--- src/rtl/vga_pkg.sv ---
// Shared definitions for the VGA pattern generator: raster defaults, mode codes, colour codes.
// Latency: n/a (package only).
// Backpressure: n/a.
package vga_pkg;

  localparam int H_ACTIVE_DEF = 640;
  localparam int V_ACTIVE_DEF = 480;

  typedef enum logic [1:0] {
    MODE_SOLID  = 2'd0,
    MODE_STATIC = 2'd1,
    MODE_BOUNCE = 2'd2,
    MODE_BARS   = 2'd3
  } mode_e;

  // One bit per channel {r,g,b}; a set bit means that channel is full scale.
  typedef logic [2:0] rgb_code_t;

  localparam rgb_code_t RGB_BLACK = 3'b000;
  localparam rgb_code_t RGB_RED   = 3'b100;
  localparam rgb_code_t RGB_WHITE = 3'b111;

  // Expand one channel bit of a colour code to a full-scale or zero channel value.
  function automatic logic [15:0] chan_level(input logic on);
    return on ? 16'hFFFF : 16'h0000;
  endfunction

endpackage

--- src/rtl/vga_pattern_bitgen_if.sv ---
// Pixel-side bundle between the timing controller, the pattern generator and the DAC.
// Latency: n/a (wires only).
// Backpressure: none; the pixel stream is paced by pix_en.
interface vga_pattern_bitgen_if #(
  parameter int COLOR_W = 8
);
  logic               pix_en;
  logic               bright;
  logic [9:0]         hCount;
  logic [9:0]         vCount;
  logic [1:0]         mode;
  logic [COLOR_W-1:0] red;
  logic [COLOR_W-1:0] green;
  logic [COLOR_W-1:0] blue;

  // Timing controller / test side: drives raster position, receives colour.
  modport master (
    output pix_en, bright, hCount, vCount, mode,
    input  red, green, blue
  );

  // Pattern generator side.
  modport slave (
    input  pix_en, bright, hCount, vCount, mode,
    output red, green, blue
  );
endinterface

--- src/rtl/vga_box_mover.sv ---
// Bouncing-box position state: moves STEP pixels per axis per enabled frame tick, reflecting at edges.
// Latency: new position visible one clock after the tick.
// Backpressure: none; holds whenever tick or enable is low.
module vga_box_mover #(
  parameter int H_ACTIVE = 640,
  parameter int V_ACTIVE = 480,
  parameter int BOX_W    = 32,
  parameter int BOX_H    = 32,
  parameter int BOX_X0   = 100,
  parameter int BOX_Y0   = 150,
  parameter int STEP     = 2
) (
  input  logic       clk,
  input  logic       reset,
  input  logic       tick,
  input  logic       enable,
  output logic [9:0] box_x,
  output logic [9:0] box_y
);

  logic dir_x;
  logic dir_y;
  logic [10:0] nxt_x;
  logic [10:0] nxt_y;

  // One axis step; returns {new_dir, new_pos}. 11-bit arithmetic so the far-edge test cannot wrap.
  function automatic logic [10:0] step_axis(input logic [9:0] pos, input logic dir,
                                            input int act, input int sz);
    logic [10:0] p;
    p = {1'b0, pos};
    if (dir) begin
      if (p + 11'(sz + STEP) > 11'(act)) return {1'b0, 10'(act - sz)};
      else                               return {1'b1, 10'(p + 11'(STEP))};
    end else begin
      if (p < 11'(STEP)) return {1'b1, 10'd0};
      else               return {1'b0, 10'(p - 11'(STEP))};
    end
  endfunction

  // Both axes are evaluated independently so a corner hit flips both directions at once.
  always_comb begin
    nxt_x = step_axis(box_x, dir_x, H_ACTIVE, BOX_W);
    nxt_y = step_axis(box_y, dir_y, V_ACTIVE, BOX_H);
  end

  // Position/direction register; reset wins over any coincident tick.
  always_ff @(posedge clk) begin
    if (reset) begin
      box_x <= 10'(BOX_X0);
      box_y <= 10'(BOX_Y0);
      dir_x <= 1'b1;
      dir_y <= 1'b1;
    end else if (tick && enable) begin
      box_x <= nxt_x[9:0];
      dir_x <= nxt_x[10];
      box_y <= nxt_y[9:0];
      dir_y <= nxt_y[10];
    end
  end

endmodule

--- src/rtl/vga_pattern_bitgen.sv ---
// Registered VGA pattern generator: solid red, static box, bouncing box or colour bars.
// Latency: colour for a pix_en pixel appears one clock later; outputs hold between pix_en pulses.
// Backpressure: none; consumes one pixel per pix_en cycle.
module vga_pattern_bitgen
  import vga_pkg::*;
#(
  parameter int COLOR_W  = 8,
  parameter int H_ACTIVE = H_ACTIVE_DEF,
  parameter int V_ACTIVE = V_ACTIVE_DEF,
  parameter int BOX_W    = 32,
  parameter int BOX_H    = 32,
  parameter int BOX_X0   = 100,
  parameter int BOX_Y0   = 150,
  parameter int STEP     = 2,
  parameter int BAR_W    = 80
) (
  input  logic                  clk,
  input  logic                  reset,
  vga_pattern_bitgen_if.slave   vif
);

  if (BOX_W + STEP > H_ACTIVE) begin : g_bad_box_w
    $error("BOX_W + STEP must not exceed H_ACTIVE");
  end
  if (BOX_H + STEP > V_ACTIVE) begin : g_bad_box_h
    $error("BOX_H + STEP must not exceed V_ACTIVE");
  end
  if (BAR_W < 1) begin : g_bad_bar_w
    $error("BAR_W must be at least 1");
  end

  logic       tick;
  logic [9:0] box_x;
  logic [9:0] box_y;
  logic [9:0] bar_full;
  logic [2:0] bar_idx;
  rgb_code_t  code_nxt;
  mode_e      mode;

  assign mode = mode_e'(vif.mode);

  // First pixel of the first blanked line: exactly once per frame.
  assign tick = vif.pix_en && (vif.hCount == 10'd0) && (vif.vCount == 10'(V_ACTIVE));

  vga_box_mover #(
    .H_ACTIVE (H_ACTIVE),
    .V_ACTIVE (V_ACTIVE),
    .BOX_W    (BOX_W),
    .BOX_H    (BOX_H),
    .BOX_X0   (BOX_X0),
    .BOX_Y0   (BOX_Y0),
    .STEP     (STEP)
  ) u_mover (
    .clk    (clk),
    .reset  (reset),
    .tick   (tick),
    .enable (mode == MODE_BOUNCE),
    .box_x  (box_x),
    .box_y  (box_y)
  );

  // Half-open box test with 11-bit compares so box_x+BOX_W cannot wrap.
  function automatic logic box_hit(input logic [9:0] h, input logic [9:0] v,
                                   input logic [9:0] bx, input logic [9:0] by);
    logic [10:0] h11, v11, bx11, by11;
    h11  = {1'b0, h};
    v11  = {1'b0, v};
    bx11 = {1'b0, bx};
    by11 = {1'b0, by};
    return (h11 >= bx11) && (h11 < bx11 + 11'(BOX_W)) &&
           (v11 >= by11) && (v11 < by11 + 11'(BOX_H));
  endfunction

  // Bar index, saturated so columns past the eighth bar stay white.
  always_comb begin
    bar_full = vif.hCount / 10'(BAR_W);
    bar_idx  = (bar_full > 10'd7) ? 3'd7 : bar_full[2:0];
  end

  // Colour selection for the pixel currently presented; blanking overrides every mode.
  always_comb begin
    code_nxt = RGB_BLACK;
    if (vif.bright) begin
      case (mode)
        MODE_SOLID:  code_nxt = RGB_RED;
        MODE_STATIC: code_nxt = box_hit(vif.hCount, vif.vCount, 10'(BOX_X0), 10'(BOX_Y0))
                                ? RGB_WHITE : RGB_RED;
        MODE_BOUNCE: code_nxt = box_hit(vif.hCount, vif.vCount, box_x, box_y)
                                ? RGB_WHITE : RGB_RED;
        MODE_BARS:   code_nxt = bar_idx;
        default:     code_nxt = RGB_BLACK;
      endcase
    end
  end

  // Output register: loads only on pix_en, cleared by reset.
  always_ff @(posedge clk) begin
    if (reset) begin
      vif.red   <= '0;
      vif.green <= '0;
      vif.blue  <= '0;
    end else if (vif.pix_en) begin
      vif.red   <= COLOR_W'(chan_level(code_nxt[2]));
      vif.green <= COLOR_W'(chan_level(code_nxt[1]));
      vif.blue  <= COLOR_W'(chan_level(code_nxt[0]));
    end
  end

endmodule

--- src/flat_wrapper.sv ---
// flat-port wrapper written by rule: the top's interface ports become plain ports
module vga_pattern_bitgen_flat import vga_pkg::*;
#(
  parameter int COLOR_W  = 8,
  parameter int H_ACTIVE = H_ACTIVE_DEF,
  parameter int V_ACTIVE = V_ACTIVE_DEF,
  parameter int BOX_W    = 32,
  parameter int BOX_H    = 32,
  parameter int BOX_X0   = 100,
  parameter int BOX_Y0   = 150,
  parameter int STEP     = 2,
  parameter int BAR_W    = 80
)
  (clk, reset, vif_pix_en, vif_bright, vif_hCount, vif_vCount, vif_mode, vif_red, vif_green, vif_blue);
  vga_pattern_bitgen_if #(.COLOR_W(COLOR_W)) vif_i ();
  input  logic clk;
  input  logic reset;
  input wire logic [$bits(vif_i.pix_en)-1:0] vif_pix_en;
  input wire logic [$bits(vif_i.bright)-1:0] vif_bright;
  input wire logic [$bits(vif_i.hCount)-1:0] vif_hCount;
  input wire logic [$bits(vif_i.vCount)-1:0] vif_vCount;
  input wire logic [$bits(vif_i.mode)-1:0] vif_mode;
  output wire logic [$bits(vif_i.red)-1:0] vif_red;
  output wire logic [$bits(vif_i.green)-1:0] vif_green;
  output wire logic [$bits(vif_i.blue)-1:0] vif_blue;
  assign vif_i.pix_en = vif_pix_en;
  assign vif_i.bright = vif_bright;
  assign vif_i.hCount = vif_hCount;
  assign vif_i.vCount = vif_vCount;
  assign vif_i.mode = vif_mode;
  assign vif_red = vif_i.red;
  assign vif_green = vif_i.green;
  assign vif_blue = vif_i.blue;
  vga_pattern_bitgen #(.COLOR_W(COLOR_W), .H_ACTIVE(H_ACTIVE), .V_ACTIVE(V_ACTIVE), .BOX_W(BOX_W), .BOX_H(BOX_H), .BOX_X0(BOX_X0), .BOX_Y0(BOX_Y0), .STEP(STEP), .BAR_W(BAR_W)) u_core (.clk(clk), .reset(reset), .vif(vif_i));
endmodule
--- config.mk ---
export PLATFORM = sky130hd
export DESIGN_NAME = vga_pattern_bitgen_flat
export DESIGN_NICKNAME = d
export VERILOG_FILES = /design/src/rtl/vga_pkg.sv /design/src/rtl/vga_pattern_bitgen_if.sv /design/src/rtl/vga_box_mover.sv /design/src/rtl/vga_pattern_bitgen.sv /design/src/flat_wrapper.sv
export SDC_FILE = /design/constraint.sdc
export NUM_CORES = 1
export LEC_CHECK = 0
export ABC_AREA = 1
export CAP_MARGIN = 20
export CORE_ASPECT_RATIO = 0.8
export CORE_MARGIN = 3
export CORE_UTILIZATION = 55
export CTS_CLUSTER_DIAMETER = 80
export DETAILED_ROUTE_END_ITERATION = 16
export GPL_ROUTABILITY_DRIVEN = 0
export HOLD_SLACK_MARGIN = 0.02
export PLACE_DENSITY = 0.83
export SLEW_MARGIN = 20
export SYNTH_ARGS = -nofsm -noshare
export SYNTH_HDL_FRONTEND = slang
export SYNTH_HIERARCHICAL = 1
export SYNTH_SLANG_ARGS = --single-unit
--- constraint.sdc ---
create_clock -name clk -period 2.27 [get_ports clk]
set_input_delay 0.3405 -clock clk [delete_from_list [all_inputs] [get_ports clk]]
set_output_delay 0.3405 -clock clk [all_outputs]
set_load 0.05 [all_outputs]
==> results by group <==
Status
  – Status: completed

Pwr
  – Sw frac: 0.326
  – Part of the power in registers: 0.418
  – PwrDens: 242 nW/um^2
  – P_leak: 1.99 nW
  – Pwr Total: 976 uW
  – Int Power: 658 uW
  – Switch Pwr: 318 uW
  – Worst vdd ir: 0.000222 V
  – Comb power frac: 0.302
  – Clock network fraction of total power: 0.280

Clocking
  – Hold-fix buffers, CTS: 0
  – CTS tree: yes
  – Clock Tree Buf Depth: 2
  – Clock-pin slew on the worst setup and hold paths: 0.09 ns
  – H-tree depth: 1
  – Clock latency on the worst-skew pair: 0.27 ns
  – Num CTS Buffers: 3
  – CTS root buf: clkbuf_8
  – Clock Sinks: 23

Routing
  – Via count: 3,773
  – WL per Instance: 12.8 um
  – Drt pass-1 iters: 7
  – Starting DRT DRC Count: 288
  – Detailed-route vias per instance: 5.42
  – DR DRC count: 0
  – ANT nets after route: 0
  – Overall routed net length: 8.90 mm

Layout
  – Finished Cell Area: 4040 um^2
  – Fin util: 0.676
  – Fraction of layout cells with a size suffix above 1: 0.111
  – Post-Layout Cell Count: 696
  – Area grow syn2layout: 17.6%
  – Commonest non-fill, non-tap cells in the layout: nand2_1 (125), inv_1 (76), nor2_1 (56)
  – Fin nets: 678
  – Commonest non-fill, non-tap cell in the layout: nand2_1
  – ANT cells: 0

Floorplan
  – Top Ports: 50
  – Initial core utilization: 0.574
  – Core Box Area: 5970 um^2
  – Number of core rows: 25
  – Die Height: 76.7 um
  – Die width: 94.3 um
  – Die area: 7230 um^2

Logic synthesis
  – Cell count after synthesis: 570
  – Unique masters post-synth: 39
  – Synthesized flop and latch total: 23
  – Post-synth top area cell: nand2_1
  – Ranking of synthesized cells by area: nand2_1 (14%), dfxtp_1 (13%), ha_1 (13%), inv_1 (8.3%), a21oi_1 (7.0%)
  – Synthesized area: 3430 um^2
  – Mean Syn Cell Area: 6.02 um^2
  – Synthesis Warnings: 6
  – Post-synth top area share: 0.137
  – Seq/Total Area, Yosys: 0.134

Place
  – HPWL Detailed: 7.19 mm
  – Placed cell area: 3990 um^2
  – Dpl cells: 692
  – I/O Buffers: 49

Worst setup path
  – Slowest-stage cell, CP: clkdlybuf4s50_1
  – Worst Setup End Kind: flop
  – Max Fanout on Critical Path: 9
  – CP cell instances: clkdlybuf4s50_1, inv_1, nor3_1, nand4_1, nor4b_1, nand2_1, inv_1, nand2_1, nand3b_1, a21oi_1
  – Crit start category: input pin
  – CP Class: input pin to flop
  – WP data required: 2.48 ns
  – Critical path's top delay family: simple AND/OR/NAND/NOR gates
  – CP bufs+invs: 3
  – Critical Path Max Stage Delay: 0.48 ns
  – Critical Path AT: 2.29 ns

Timing
  – Worst Skew: 0.00378 ns
  – RSZ-0062 raised after global routing: no
  – Period utilization: 0.916
  – Slew HR: 0.667
  – Final Hold Viols: 0
  – Slew Limit Fails: 0
  – Final min period: 2.08 ns
  – Worst-Margin Slew: 0.498 ns
  – WHS: 0.573 ns
  – Final setup vio count: 0
  – Achievable frequency: 481 MHz

GRT
  – GRT Util Overall: 0.250
  – Largest net degree at the start of global routing: 23
  – Vias in the first global route: 3,301
  – First-pass GRT wire length: 15.1 mm
  – Initial antenna violation count: 0
  – Remaining Overflow, GRT: 0

Job
  – MaxCap Viol Count: 0

Min path
  – Hold crit path type: flop to flop
## final cells by class
cell class | count | area (um^2)
inverter | 86 | 323
fill | 531 | 1940
tap | 81 | 101
sequential | 23 | 462
clock inverter | 1 | 7.51
clock buffer | 3 | 41.3
timing repair buffer | 75 | 686
multi-input combinational | 427 | 2420
## registers in the layout (all words and copies together) (netlist names)
name and flops:
u_core/vif.green 1, u_core/u_mover/box_y 9, u_core/u_mover/dir_x 1, u_core/u_mover/box_x 9, u_core/vif.blue 1, u_core/vif.red 1
u_core/u_mover/dir_y 1
## cell usage after synthesis, drive strengths merged
library cell  count
nor3              3
o211a             1
a21boi            1
nand3b            4
buf              33
clkbuf            2
nand4            14
nor4              2
o21a              2
inv              84
xnor2             3
nand2           136
dfxtp            23
clkinv            2
a31oi             5
a21o              7
nand3            50
o2111a            1
o2111ai           1
o21ai            27
xor2             17
a21oi            48
conb              1
ha               36
o211ai            2
nor4b             1
nor2             63
mux2              1
## worst paths after layout
check | startpoint | end | slack [ns] | cells after the start
hold / removal | u_core/vif.red[6] | u_core/vif.red[6] | 0.57 | 2
hold reg to reg | u_core/vif.red[6] | u_core/vif.red[6] | 0.57 | 2
setup / recovery | vif_vCount[7] | u_core/u_mover/box_x[1] | 0.19 | 10
setup reg to reg | u_core/u_mover/box_y[5] | u_core/vif.blue[6] | 0.22 | 14
## power by group through the flow
stage | logic (mW) | registers (mW) | clock network (mW)
after floorplan | 0.168 | 0.423 | 0
after global placement | 0.285 | 0.417 | 0
after detailed placement | 0.291 | 0.418 | 0
after CTS | 0.293 | 0.408 | 0.276
after global routing | 0.324 | 0.409 | 0.294
final | 0.295 | 0.408 | 0.273
## worst reg2reg max path, stage by stage, from the launching register on
cell,delay (ns)
dfxtp_1,0.40
inv_1,0.09
nor2_2,0.15
xor2_1,0.16
ha_1,0.25
a21o_2,0.19
nand3_1,0.07
nand2_1,0.05
nor2_1,0.10
nand2_1,0.07
nor2_1,0.10
nand3_1,0.10
nand3_1,0.09
nand2_1,0.06
a21oi_1,0.11
## cells by family after synthesis
group | after synthesis | share of synthesized area
compound gates | 95 | 0.157
flops | 23 | 0.134
mux | 1 | 0.00328
xor+xnor | 20 | 0.0510
other cells | 1 | 0.00109
fa+ha+maj | 36 | 0.131
simple gates | 273 | 0.359
buf+inv | 121 | 0.163
## through the flow
step / setup TNS, ns / worst slack [ns]
final: 0 / 0.191
after global routing: 0 / 0.00912
after CTS: 0 / 0.170
after detailed placement: -0.0651 / -0.0343
after global placement: -0.0725 / -0.0270
after floorplan: 0 / 0.322
## per-layer routing
layer / vias to the layer above / share of wire / global-route usage
met4: 0 / 0.0085 / 0.0418
met2: 144 / 0.46 / 0.417
li1: 1920 / - / -
met3: 7 / 0.079 / 0.0343
met5: - / 0 / 0
met1: 1702 / 0.46 / 0.347
## repair_timing
action,CTS,global route
resized for setup,0,2
buffers inserted,0,0
endpoints found under the setup margin,0,2
Note: power is estimated with default switching activity, not from simulation.
